### config.mk
export PLATFORM = sky130hd
export DESIGN_NAME = alu_arbiter
export DESIGN_NICKNAME = d
export VERILOG_FILES = /design/src/rtl/alu_arbiter.sv
export SDC_FILE = /design/constraint.sdc
export NUM_CORES = 1
export LEC_CHECK = 0
export ABC_AREA = 1
export CAP_MARGIN = 10
export CORE_AREA = 3 3 118 120
export DETAILED_ROUTE_END_ITERATION = 16
export DIE_AREA = 0 0 121 123
export PLACE_DENSITY = 0.78
export SYNTH_ARGS = -nofsm -noshare
export SYNTH_HDL_FRONTEND = slang
export SYNTH_SLANG_ARGS = --single-unit
### constraint.sdc
create_clock -name clk -period 2.2 [get_ports clk]
set_input_delay 0.22 -clock clk [delete_from_list [all_inputs] [get_ports clk]]
set_output_delay 0.22 -clock clk [all_outputs]
set_load 0.05 [all_outputs]
### src/rtl/alu_arbiter.sv
// alu_arbiter: shares one single-cycle ALU between two valid/ready requesters.
// Ports: clk/rst; req{0,1}_{valid,ready,a,b,ctrl} request side;
//   resp{0,1}_{valid,ready,result,zero} registered response slots;
//   alu_busA/alu_busB/alu_aluCtrl to the ALU, alu_result/alu_zero from it.
// Optional: define ALU_ARB_PERF_EN to add perf_grant0/perf_grant1/perf_conflict.
module alu_arbiter #(
  parameter int DATA_W     = 32,
  parameter int CTRL_W     = 3,
  parameter bit FIXED_PRIO = 1'b0
) (
  input  logic              clk,
  input  logic              rst,
  input  logic              req0_valid,
  output logic              req0_ready,
  input  logic [DATA_W-1:0] req0_a,
  input  logic [DATA_W-1:0] req0_b,
  input  logic [CTRL_W-1:0] req0_ctrl,
  output logic              resp0_valid,
  input  logic              resp0_ready,
  output logic [DATA_W-1:0] resp0_result,
  output logic              resp0_zero,
  input  logic              req1_valid,
  output logic              req1_ready,
  input  logic [DATA_W-1:0] req1_a,
  input  logic [DATA_W-1:0] req1_b,
  input  logic [CTRL_W-1:0] req1_ctrl,
  output logic              resp1_valid,
  input  logic              resp1_ready,
  output logic [DATA_W-1:0] resp1_result,
  output logic              resp1_zero,
`ifdef ALU_ARB_PERF_EN
  output logic [15:0]       perf_grant0,
  output logic [15:0]       perf_grant1,
  output logic [15:0]       perf_conflict,
`endif
  output logic [DATA_W-1:0] alu_busA,
  output logic [DATA_W-1:0] alu_busB,
  output logic [CTRL_W-1:0] alu_aluCtrl,
  input  logic [DATA_W-1:0] alu_result,
  input  logic              alu_zero
);

  logic              elig0, elig1;
  logic              grant0, grant1;
  logic              ptr_q, ptr_d;
  logic              v0_q, v0_d, v1_q, v1_d;
  logic [DATA_W-1:0] r0_q, r0_d, r1_q, r1_d;
  logic              z0_q, z0_d, z1_q, z1_d;

  // A full slot may still accept when it is being drained this cycle.
  assign elig0 = req0_valid && (!v0_q || resp0_ready) && !rst;
  assign elig1 = req1_valid && (!v1_q || resp1_ready) && !rst;

  // ptr_q == 0 favours port 0 on contention.
  assign grant0 = elig0 && (!elig1 || FIXED_PRIO || !ptr_q);
  assign grant1 = elig1 && !grant0;

  assign req0_ready = grant0;
  assign req1_ready = grant1;

  always_comb begin
    alu_busA    = '0;
    alu_busB    = '0;
    alu_aluCtrl = '0;
    unique case (1'b1)
      grant0: begin
        alu_busA    = req0_a;
        alu_busB    = req0_b;
        alu_aluCtrl = req0_ctrl;
      end
      grant1: begin
        alu_busA    = req1_a;
        alu_busB    = req1_b;
        alu_aluCtrl = req1_ctrl;
      end
      default: ;
    endcase
  end

  always_comb begin
    ptr_d = ptr_q;
    v0_d  = v0_q;
    r0_d  = r0_q;
    z0_d  = z0_q;
    v1_d  = v1_q;
    r1_d  = r1_q;
    z1_d  = z1_q;
    // Pointer moves to the port that did not just win.
    if (grant0)      ptr_d = 1'b1;
    else if (grant1) ptr_d = 1'b0;
    if (grant0) begin
      v0_d = 1'b1;
      r0_d = alu_result;
      z0_d = alu_zero;
    end else if (resp0_ready) begin
      v0_d = 1'b0;
    end
    if (grant1) begin
      v1_d = 1'b1;
      r1_d = alu_result;
      z1_d = alu_zero;
    end else if (resp1_ready) begin
      v1_d = 1'b0;
    end
  end

  always_ff @(posedge clk) begin
    if (rst) begin
      ptr_q <= 1'b0;
      v0_q  <= 1'b0;
      r0_q  <= '0;
      z0_q  <= 1'b0;
      v1_q  <= 1'b0;
      r1_q  <= '0;
      z1_q  <= 1'b0;
    end else begin
      ptr_q <= ptr_d;
      v0_q  <= v0_d;
      r0_q  <= r0_d;
      z0_q  <= z0_d;
      v1_q  <= v1_d;
      r1_q  <= r1_d;
      z1_q  <= z1_d;
    end
  end

  assign resp0_valid  = v0_q;
  assign resp0_result = r0_q;
  assign resp0_zero   = z0_q;
  assign resp1_valid  = v1_q;
  assign resp1_result = r1_q;
  assign resp1_zero   = z1_q;

`ifdef ALU_ARB_PERF_EN
  logic [15:0] pg0_q, pg0_d, pg1_q, pg1_d, pc_q, pc_d;

  always_comb begin
    pg0_d = pg0_q;
    pg1_d = pg1_q;
    pc_d  = pc_q;
    if (grant0 && pg0_q != 16'hFFFF)         pg0_d = pg0_q + 16'd1;
    if (grant1 && pg1_q != 16'hFFFF)         pg1_d = pg1_q + 16'd1;
    if (elig0 && elig1 && pc_q != 16'hFFFF)  pc_d  = pc_q + 16'd1;
  end

  always_ff @(posedge clk) begin
    if (rst) begin
      pg0_q <= '0;
      pg1_q <= '0;
      pc_q  <= '0;
    end else begin
      pg0_q <= pg0_d;
      pg1_q <= pg1_d;
      pc_q  <= pc_d;
    end
  end

  assign perf_grant0   = pg0_q;
  assign perf_grant1   = pg1_q;
  assign perf_conflict = pc_q;
`endif

endmodule

* Word-level counts from Yosys, hierarchy flattened
Cells that the tools add are included.
** Cells by class
- Muxes and demuxes :: 9
- Reduce and logical (&&, ||, !) cells :: 18
** Operators with widths (count)
- $pmux W32 S2 :: 2
- $logic_and A1 B1 Y1 :: 6
- $logic_not A1 Y1 :: 6
- $mux W1 :: 6
- $pmux W3 S2 :: 1
- $reduce_bool A2 Y1 :: 3
- $logic_or A1 B1 Y1 :: 3
** Word-level totals
- Register bits :: 69

* Longest topological paths before layout
- Word-level depth :: 11
- Gate-level depth with buffers :: 9
- Mapped depth without buffers :: 7

* Least setup slack after synthesis
No wires, ideal clock.
- Kind :: reg-to-output
- From :: register v0_q, in the netlist resp0_valid
- To :: output port alu_busA[22]
- Required time :: 1.980 ns
- Buffers on the path :: 2
- Data arrival time :: 1.944 ns
- Setup slack :: 0.036 ns
- Cell stages (with the launch flop) :: 9
- Cell sequence :: dfxtp_1 -> inv_1 -> nor2_2 -> nor2_4 -> a21oi_2 -> buf_4 -> buf_2 -> nand2_1 -> nand2_1
** Between the ends
- Longest elaborated chain between the ends :: 8
** Ends and longest elaborated chain
- start, declared :: RTL line 46 : logic v0_q, v0_d, v1_q, v1_d;
- start signal, assigned :: RTL line 118 : v0_q <= v0_d;
- $logic_not A1 Y1 :: RTL line 51 : assign elig0 = req0_valid && (!v0_q || resp0_ready) && !rst;
- $logic_or A1 B1 Y1 :: RTL line 51
- $logic_and A1 B1 Y1 (2 in series) :: RTL line 51
- $logic_and A1 B1 Y1 :: RTL line 55 : assign grant0 = elig0 && (!elig1 || FIXED_PRIO || !ptr_q);
- $logic_not A1 Y1 :: RTL line 56 : assign grant1 = elig1 && !grant0;
- $logic_and A1 B1 Y1 :: RTL line 56
- via req1_ready :: RTL line 23 : output logic req1_ready,
- $pmux W32 S2 :: RTL line 65 : unique case (1'b1)
- end, declared :: RTL line 36 : output logic [DATA_W-1:0] alu_busA,
The timed path passes the listed nets, and every way through them passes these cells.

* Final worst setup path
- From :: input port rst
- To :: output port alu_busB[6]
** Between the ends
- Longest elaborated chain between the ends :: 8
** Ends and longest elaborated chain
- start, declared :: RTL line 12 : input logic rst,
- $logic_not A1 Y1 (*) :: RTL line 51, 52
- $logic_and A1 B1 Y1 :: RTL line 52 : assign elig1 = req1_valid && (!v1_q || resp1_ready) && !rst;
- $logic_not A1 Y1 :: RTL line 55
- $logic_or A1 B1 Y1 :: RTL line 55
- $logic_and A1 B1 Y1 :: RTL line 55
- $logic_not A1 Y1 :: RTL line 56
- $logic_and A1 B1 Y1 :: RTL line 56
- $pmux W32 S2 (*) :: RTL line 65
- end, declared :: RTL line 37 : output logic [DATA_W-1:0] alu_busB,
Every way passes the cells marked *; elsewhere a longest branch is shown, timed or not.

==> results.py <==
metrics = {
    "outcome": {
        "status": "finished clean",
    },
    "die": {
        "die_w_um": 121,
        "num_rows": 42,
        "coreArea_sq_um": 13090,
        "floorplan.initialDensity_pct": 26.42,
        "io_pins": 310,
        "die_area_sq_um": 14880,
        "die_h_um": 123,
    },
    "synth": {
        "yosysWarnings": 0,
        "synth_common_cells": "nand2_1, dfxtp_1, nand3_1, nor2_1, inv_1",
        "ys_seq_elements": 69,
        "synth_cells": 562,
        "syn_nets": 735,
        "async_flop_share_pct": 0,
        "ys_types": 18,
        "yosysSeqAreaShare_pct": 39.96,
        "syn_area_per_cell_sq_um": 6.151,
        "synthesis.area_sq_um": 3457,
        "synth_edf_count": 0,
        "synthMostInstantiatedCell": "nand2_1",
        "synth_largest_area_cell": "dfxtp_1",
        "netlist_top_cells_area": "dfxtp_1, nand2_1, nand3_1",
        "yosys_most_used_dff": "dfxtp_1",
        "synth_top_area_share_pct": 39.96,
    },
    "sta": {
        "hold_ws_ns": 0.4685,
        "report.final.slew_viol_count": 0,
        "post-route-period-util_pct": 94.77,
        "finalSetupViolCount": 0,
        "worst_pin_slew_ns": 0.7047,
        "period_needed_ns": 2.085,
        "setup_tns_ns": 0,
        "skew_ns": 0.007299,
        "finalHoldViolations": 0,
        "clock.fmax_mhz": 479.6,
        "timing.slew.headroom_pct": 53.02,
        "rsz0062_at_grt": "no",
    },
    "placed_design": {
        "port_buffers": 309,
        "dpl.hpwl_mm": 12.26,
        "gp_routability_congestion": 0.7971,
    },
    "routing": {
        "ant_nets": 0,
        "wl_per_cell_um": 14.93,
        "drtIter0Drc": 180,
        "firstDrtPassIters": 5,
        "avgViaCountPerCell": 4.237,
        "drc": 0,
        "drt-total-wl_mm": 15.47,
        "num_vias": 4390,
    },
    "clocking": {
        "h-tree-depth": 3,
        "cts_setup_buffers": 0,
        "clock_latency_ns": 0.32,
        "cts-resized-gates": 0,
        "cts_buffers": 9,
        "numClockSinks": 69,
        "ctsHoldBuffers": 0,
        "cts_tree": "done",
        "cts_max_path_buffers": 2,
        "clkTransAtPathRegs_ns": 0.06,
        "cts_root_buf": "clkbuf_16",
    },
    "global_route": {
        "overflow": 0,
        "grt_pass1_vias": 3850,
        "grt_max_degree": 102,
        "grt_usage_pct": 18.75,
        "gr-max-usage-layer": "met2",
        "antenna_found_initial": 1,
        "grt_pass1_wl_mm": 21.73,
        "grtUsageMet1_pct": 22.07,
        "grt_util_met2_pct": 33.87,
        "grtUsageMet3_pct": 6.130,
    },
    "finish": {
        "seqCellArea_sq_um": 1381,
        "final_net_count": 1028,
        "n_antenna_cell": 0,
        "drive_gt1_share_pct": 12.09,
        "syn_to_final_growth_pct": 125.0,
        "multi_input_area_sq_um": 1715,
        "nFillCells": 1158,
    },
    "worst_setup_path": {
        "path_class": "in -> out",
        "cp_data_required_time_ns": 1.98,
        "end_kind": "output port",
        "critPathLaunchType": "primary input",
        "crit_fanout": 36,
        "crit_arrival_ns": 1.86,
    },
    "pwr": {
        "p_leak_nw": 3.464,
        "peakVddDrop_uv": 613.5,
        "pwr_density_cell_nw_per_um2": 651.2,
    },
    "worst_hold_path": {
        "hold_path_class": "in -> reg",
    },
    "flow_run": {
        "cap_violations": 0,
    },
}
==> state kept, by name, indices dropped and copies added, names as in the netlist <==
name          count
ptr_q             1
resp0_result     32
resp0_valid       1
resp0_zero        1
resp1_result     32
resp1_valid       1
resp1_zero        1
==> final timing paths <==
check	from	end	slack (ns)	cells after the start
max	rst	alu_busB[6]	0.12	8
min	alu_result[10]	resp0_result[10]	0.47	3
max reg2reg	resp0_valid	resp1_result[14]	0.60	8
min reg2reg	resp0_zero	resp0_zero	0.47	2
==> metrics by stage <==
step | power, W | std cells | area (sq um) | util [%] | setup slack (ns)
2_1_floorplan | 0.002394 | 562 | 3457 | - | 0.03610
3_3_place_gp | 0.003407 | 1020 | 7428 | 56.77 | 0.09919
3_5_place_dp | 0.003422 | 1020 | 7428 | 56.77 | 0.1124
4_1_cts | 0.005120 | 1036 | 7777 | 59.44 | 0.1069
5_1_grt | 0.005259 | 1036 | 7777 | 59.44 | 0.001047
6_report | 0.005065 | 1036 | 7777 | 59.44 | 0.1151
==> cell families (layout without fill, tap and decap cells) <==
family	count (synthesis)	count (layout)	synth area share, %
flops	69	69	39.96
compound gates	37	37	5.465
buf+inv	79	377	10.79
simple gates	377	377	43.79
==> final cells by class <==
cell class / instances / share of cell area [%]
timing repair buffer: 321 / 50.93
multi-input combinational: 414 / 22.06
sequential: 69 / 17.76
clock buffer: 11 / 3.121
tap: 176 / 2.831
inverter: 40 / 1.931
clock inverter: 5 / 1.367
==> metal layers <==
layer  vias to the layer above  share of wire [%]  wire (um)
met5                         -               0.11         17
met4                         2               0.38         59
met3                         7                8.1       1248
met2                       167                 52       8029
met1                      1902                 40       6117
li1                       2312                  -          -
==> where the power goes <==
group / total (W) / internal, W / switching, W
clock: 0.00168 / 0.00114 / 0.000535
combinational: 0.00199 / 0.000895 / 0.00110
sequential: 0.00139 / 0.00134 / 0.0000492
==> critical path, stage by stage <==
cell and delay, ns:
clkdlybuf4s50_1 0.45, nor2_1 0.17, nand2_1 0.14, a21oi_4 0.21, buf_12 0.23, nand2_1 0.15
nand2_1 0.13, buf_12 0.14
==> placed cells by master (no fill, tap or decap), types with 2 or more instances in the layout <==
cell and count:
bufinv_16 3, clkdlybuf4s50_1 240, buf_4 5, nand3_1 67, o21ai_1 33, dfxtp_1 69
nand2_1 239, buf_12 76, inv_2 3, a21oi_1 2, clkbuf_16 9, inv_1 37
nor2_1 67
(Power assumes the default switching activity.)
==> edit 1: new RTL, same flow settings <==
Set the parameter `FIXED_PRIO` to 1'b1 (it was 1'b0).
--- a/src/rtl/alu_arbiter.sv
+++ b/src/rtl/alu_arbiter.sv
@@ -7,5 +7,5 @@
   parameter int DATA_W     = 32,
   parameter int CTRL_W     = 3,
-  parameter bit FIXED_PRIO = 1'b0
+  parameter bit FIXED_PRIO = 1'b1
 ) (
   input  logic              clk,
Function: changed (a bounded check fails within 4 cycles, from zero or initial values and one cycle with rst high).
==> edit 1 against the unedited design <==
  * Fmax is 1.2% higher
  * Synthesized area is 0.43% lower
  * Setup slack improved by 0.025 ns
  * Core utilization is 1.3 points lower
  * Sequential share of layout area rose by 0.13 points
  * Final area decreased by 2.1%
  * Sequential cell count decreased by 1
  * Wire length fell by 3.5%
  * Clock skew is 0.00090 ns lower
  * Total power is 11% lower
==> edit 1: results (changes against the unedited design) <==
- Drt via density: 4.29 (+1.1%)
- Status: completed
- Layout cells sized above 1: 11.2% (-0.89 points)
- Synth cell count leaders: 237 x nand2_1, 68 x dfxtp_1, 66 x nand3_1
- Detailed Route WL: 14900 µm (-3.5%)
- FILL cells: 1169 (+0.95%)
- Clock transition at path regs: approximately 0.05 ns
- Vias in the first global route: 4070 (+5.7%)
- H-tree levels: 3 (unchanged)
- Slew @ Worst Pin: 0.703 ns (-0.00160 ns)
- Gr usage total: 18.8% (about the same)
- Reg2Reg Setup Slack: 0.70 ns (+0.10 ns)
- Crit. Startpoint: rst
- CP max FO: 66 (+83%)
- Root Buffer: clkbuf_16
- Netlist cell types: 15 (-3)
- Dominant cell type by area after synthesis: dfxtp_1
- Inserted Clock Buffers: 9 (unchanged)
- Worst hold path type: primary input to register
- Routability Congestion: 0.873 (+9.5%)
- Max IR drop VDD: 0.323 mV (-47%)
- DRT Pass-1 Iters: 4 (-1)
- Reg2reg path depth: 7 (-1)
- Mapped Nets: 731 (-0.54%)
- Largest net degree at the start of global routing: 123 (+21%)
- DP Area: 7350 µm² (-1.1%)
- Worst r2r dst: resp1_result[17]
- Drt first-iter violations: 234 (+30%)
- CP endpoint: alu_busB[22]
- Post-CTS setup buffers: 0 (unchanged)
- FFs w/ async S/R, synth: 0% (unchanged)
- Clock Latency Late Sink: 0.33 ns
- Initial antenna violation count: 3 (+2)
- First-pass GRT wire length: 21700 µm (about the same)
- I/O Buffers: 309 (unchanged)
- Crit path DAT: 1.84 ns (-0.02 ns)
- Lkg Pwr: 3.37 nW (-2.8%)
- Worst Setup Start Kind: primary input
- Largest cells by area after synthesis: dfxtp_1 40%, nand2_1 26%, nand3_1 9.6%
- Worst reg2reg startpoint: resp1_valid
- HPWL Detailed: 11800 µm (-4.0%)
- Yosys warns: 0 (unchanged)
- Nets: 1018 (-0.97%)
- Worst-case clock buffer depth: 2 (unchanged)
- Post-synthesis sequential area ratio: 39.5% (-0.41 points)
- Number of cells upsized or downsized after cts: 0 (unchanged)
- Worst Clk Skew: 0.00640 ns (-0.000901 ns)
-- edit 1: worst min-delay path by stage --
stage	slack, ns	endpoint	cells after the start	startpoint
finish	0.47	resp0_result[9]	3	alu_result[9]
CTS	0.46	resp0_result[9]	3	alu_result[9]
detailed placement	0.47	resp1_result[30]	2	resp1_result[30]
global route	0.49	resp0_result[10]	3	alu_result[10]
global placement	0.46	resp1_result[30]	2	resp1_result[30]
floorplan	0.29	resp0_valid	1	rst
-- edit 1: critical path: stages --
cell and delay (ns):
clkdlybuf4s50_1 0.55, nor2_1 0.10, nand2_4 0.10, nand2_1 0.09, inv_2 0.09, buf_12 0.26, nand2_1 0.11, nand2_1 0.13
buf_12 0.15
-- edit 1: final cells by class --
class	instances	area [µm²]	share of cell area (%)
sequential	68	1360	17.9
tap	176	220	2.89
multi-input combinational	408	1710	22.5
timing repair buffer	318	3900	51.3
clock buffer	12	246	3.24
clock inverter	2	12.5	0.164
antenna	2	5.00	0.0658
inverter	40	150	1.97
-- edit 1: through the flow --
stage	worst slack, ns	std cells
2_1_floorplan	0.151	558
3_5_place_dp	0.148	1010
6_report	0.140	1026
4_1_cts	0.145	1024
5_1_grt	0.0249	1024
3_3_place_gp	0.161	1010
-- edit 1: metal layers --
layer | global-route usage [%] | wire (µm)
met5 | 0 | 32
met4 | 5.74 | 303
met3 | 9.88 | 1630
met2 | 30.5 | 7300
met1 | 21.4 | 5660
-- edit 1: logic make-up (layout without fill, tap and decap cells) --
kind of cell    count (synthesis)  count (layout)  synth area share [%]
other cells                     0               2                     0
simple gates                  340             340                  39.6
buf+inv                        82             372                  10.9
compound gates                 68              68                  9.89
flops                          68              68                  39.5
-- edit 1: power breakdown --
group          leakage (nW)  internal, mW  switching (mW)  total [mW]
clock network         0.125         0.778           0.481        1.26
logic                  2.68         0.851            1.04        1.89
registers             0.561          1.32          0.0431        1.37
==> edit 2: new RTL, config.mk and constraints unchanged <==
Made on the original files. `r0_q` and `r1_q` no longer have a reset.
--- a/src/rtl/alu_arbiter.sv
+++ b/src/rtl/alu_arbiter.sv
@@ -109,18 +109,19 @@
       ptr_q <= 1'b0;
       v0_q  <= 1'b0;
-      r0_q  <= '0;
       z0_q  <= 1'b0;
       v1_q  <= 1'b0;
-      r1_q  <= '0;
       z1_q  <= 1'b0;
     end else begin
       ptr_q <= ptr_d;
       v0_q  <= v0_d;
-      r0_q  <= r0_d;
       z0_q  <= z0_d;
       v1_q  <= v1_d;
-      r1_q  <= r1_d;
       z1_q  <= z1_d;
     end
+  end
+
+  always_ff @(posedge clk) begin
+    r0_q <= r0_d;
+    r1_q <= r1_d;
   end
 
Formal check against the unedited RTL: differs if rst is asserted again (counterexample within 4 cycles, from zero or initial values and one cycle with rst high); with rst held inactive, the same outputs for 10 cycles.
==> edit 2 against the unedited design <==
  * Sequential cell count unchanged
  * Count of clock-buffer cells in the layout is 2 lower
  * Total power is 9.5% lower
  * Setup slack got worse by 0.015 ns
  * Synthesized area fell by 12%
  * Wire length decreased by 18%
  * Sequential power is 10% higher
  * Die area unchanged
  * Final area down 5.2%
  * Critical path type unchanged
==> edit 2: results (changes against the unedited design) <==
- Gr usage total: 16.0% (-2.8 points)
- Drt first-iter violations: 185 (+2.8%)
- Ys flop type: edfxtp_1
- Post-synthesis compound-gate area fraction: 1.02% (-4.4 points)
- Layout cells sized above 1: 17.1% (+5.0 points)
- First-pass GRT wire length: 18100 µm (-17%)
- Drt via density: 4.13 (-2.4%)
- Largest net degree at the start of global routing: 49 (-52%)
- HPWL Detailed: 10600 µm (-14%)
- Reg2reg path depth: 7 (-1)
- Min-delay src: alu_result[9]
- Pre-CTS setup slack: 0.0694 ns (-0.0430 ns)
- Slew Limit Headroom: 63.3% (+10 points)
- Largest cells by area after synthesis: edfxtp_1 63%, nand2_1 24%, dfxtp_1 3.3%
- Mapped Nets: 487 (-34%)
- Routability Congestion: 0.888 (+11%)
- GR met3 Demand/Resource: 6.31% (+0.18 points)
- Met3 WL: 1300 µm (+4.2%)
- DRT Pass-1 Iters: 4 (-1)
- Status: completed
- Max IR drop VDD: 0.309 mV (-50%)
- Final hold slack: 0.478 ns (+0.00981 ns)
- Dpl cells: 792 (-22%)
- Vias in the first global route: 3447 (-10%)
- Met1 usage: 16.6% (-5.4 points)
- Met2 WL: 6460 µm (-19%)
- Post-synthesis sequential area ratio: 66.2% (+26 points)
- Top Layer Used: met4
- Synth cell count leaders: 197 x nand2_1, 64 x edfxtp_1, 11 x nand2_2
- CP max FO: 44 (+22%)
- Crit path DAT: 1.88 ns (+0.02 ns)
- Wire per inst: 15.7 µm (+4.8%)
- Min-Delay Path Depth: 1 (-2)
- FILL cells: 1040 (-10%)
- Nets: 800 (-22%)
- Post-Synthesis Cells: 314 (-44%)
- Worst r2r dst: resp0_result[12]
edit 2: timing repair:
| item | 4_1_cts | 5_1_grt |
|---|---|---|
| setup endpoints to repair | 0 | 34 |
| hold buffers | 0 | 0 |
| gates resized for setup | 0 | 2 |
| endpoints found under the hold margin | 0 | 0 |
edit 2: area by class of cell:
| cell class | instances | area (µm²) | area share (%) |
|---|---|---|---|
| well taps | 176 | 220 | 2.99 |
| clock inverters | 7 | 73.8 | 1.00 |
| clock buffers | 9 | 225 | 3.06 |
| flip-flops and latches | 69 | 2020 | 27.4 |
| inverters | 9 | 36.3 | 0.492 |
| multi-input cells | 222 | 898 | 12.2 |
| repair buffers | 316 | 3890 | 52.8 |
edit 2: critical path, stage by stage:
cell and delay (ns):
clkdlybuf4s50_1 0.48, inv_2 0.13, nand2_2 0.08, nor2_4 0.16
nand2_4 0.10, inv_4 0.10, buf_12 0.22, nand2_1 0.10
nand2_1 0.13, buf_12 0.15
edit 2: how the worst max path moves through the flow:
stage	start	to	slack [ns]
after floorplan	resp1_valid	alu_busA[22]	0.03
after global placement	req1_valid	alu_aluCtrl[2]	0.16
after detailed placement	rst	resp0_result[18]	0.07
after CTS	resp0_valid	alu_busB[19]	0.07
after global routing	rst	alu_busA[22]	0.01
final	rst	alu_busB[18]	0.10
edit 2: logic make-up after synthesis:
group,after synthesis
AND/OR/NAND/NOR,218
buffers and inverters,23
AO/OA/AOI/OAI,4
flip-flops,69
edit 2: power groups by stage:
stage	Sequential, mW	Clock [mW]	Combinational, mW
2_1_floorplan	1.76	0	0.526
6_report	1.53	1.40	1.65
3_3_place_gp	1.55	0	1.65
5_1_grt	1.53	1.50	1.72
4_1_cts	1.53	1.44	1.67
3_5_place_dp	1.55	0	1.66
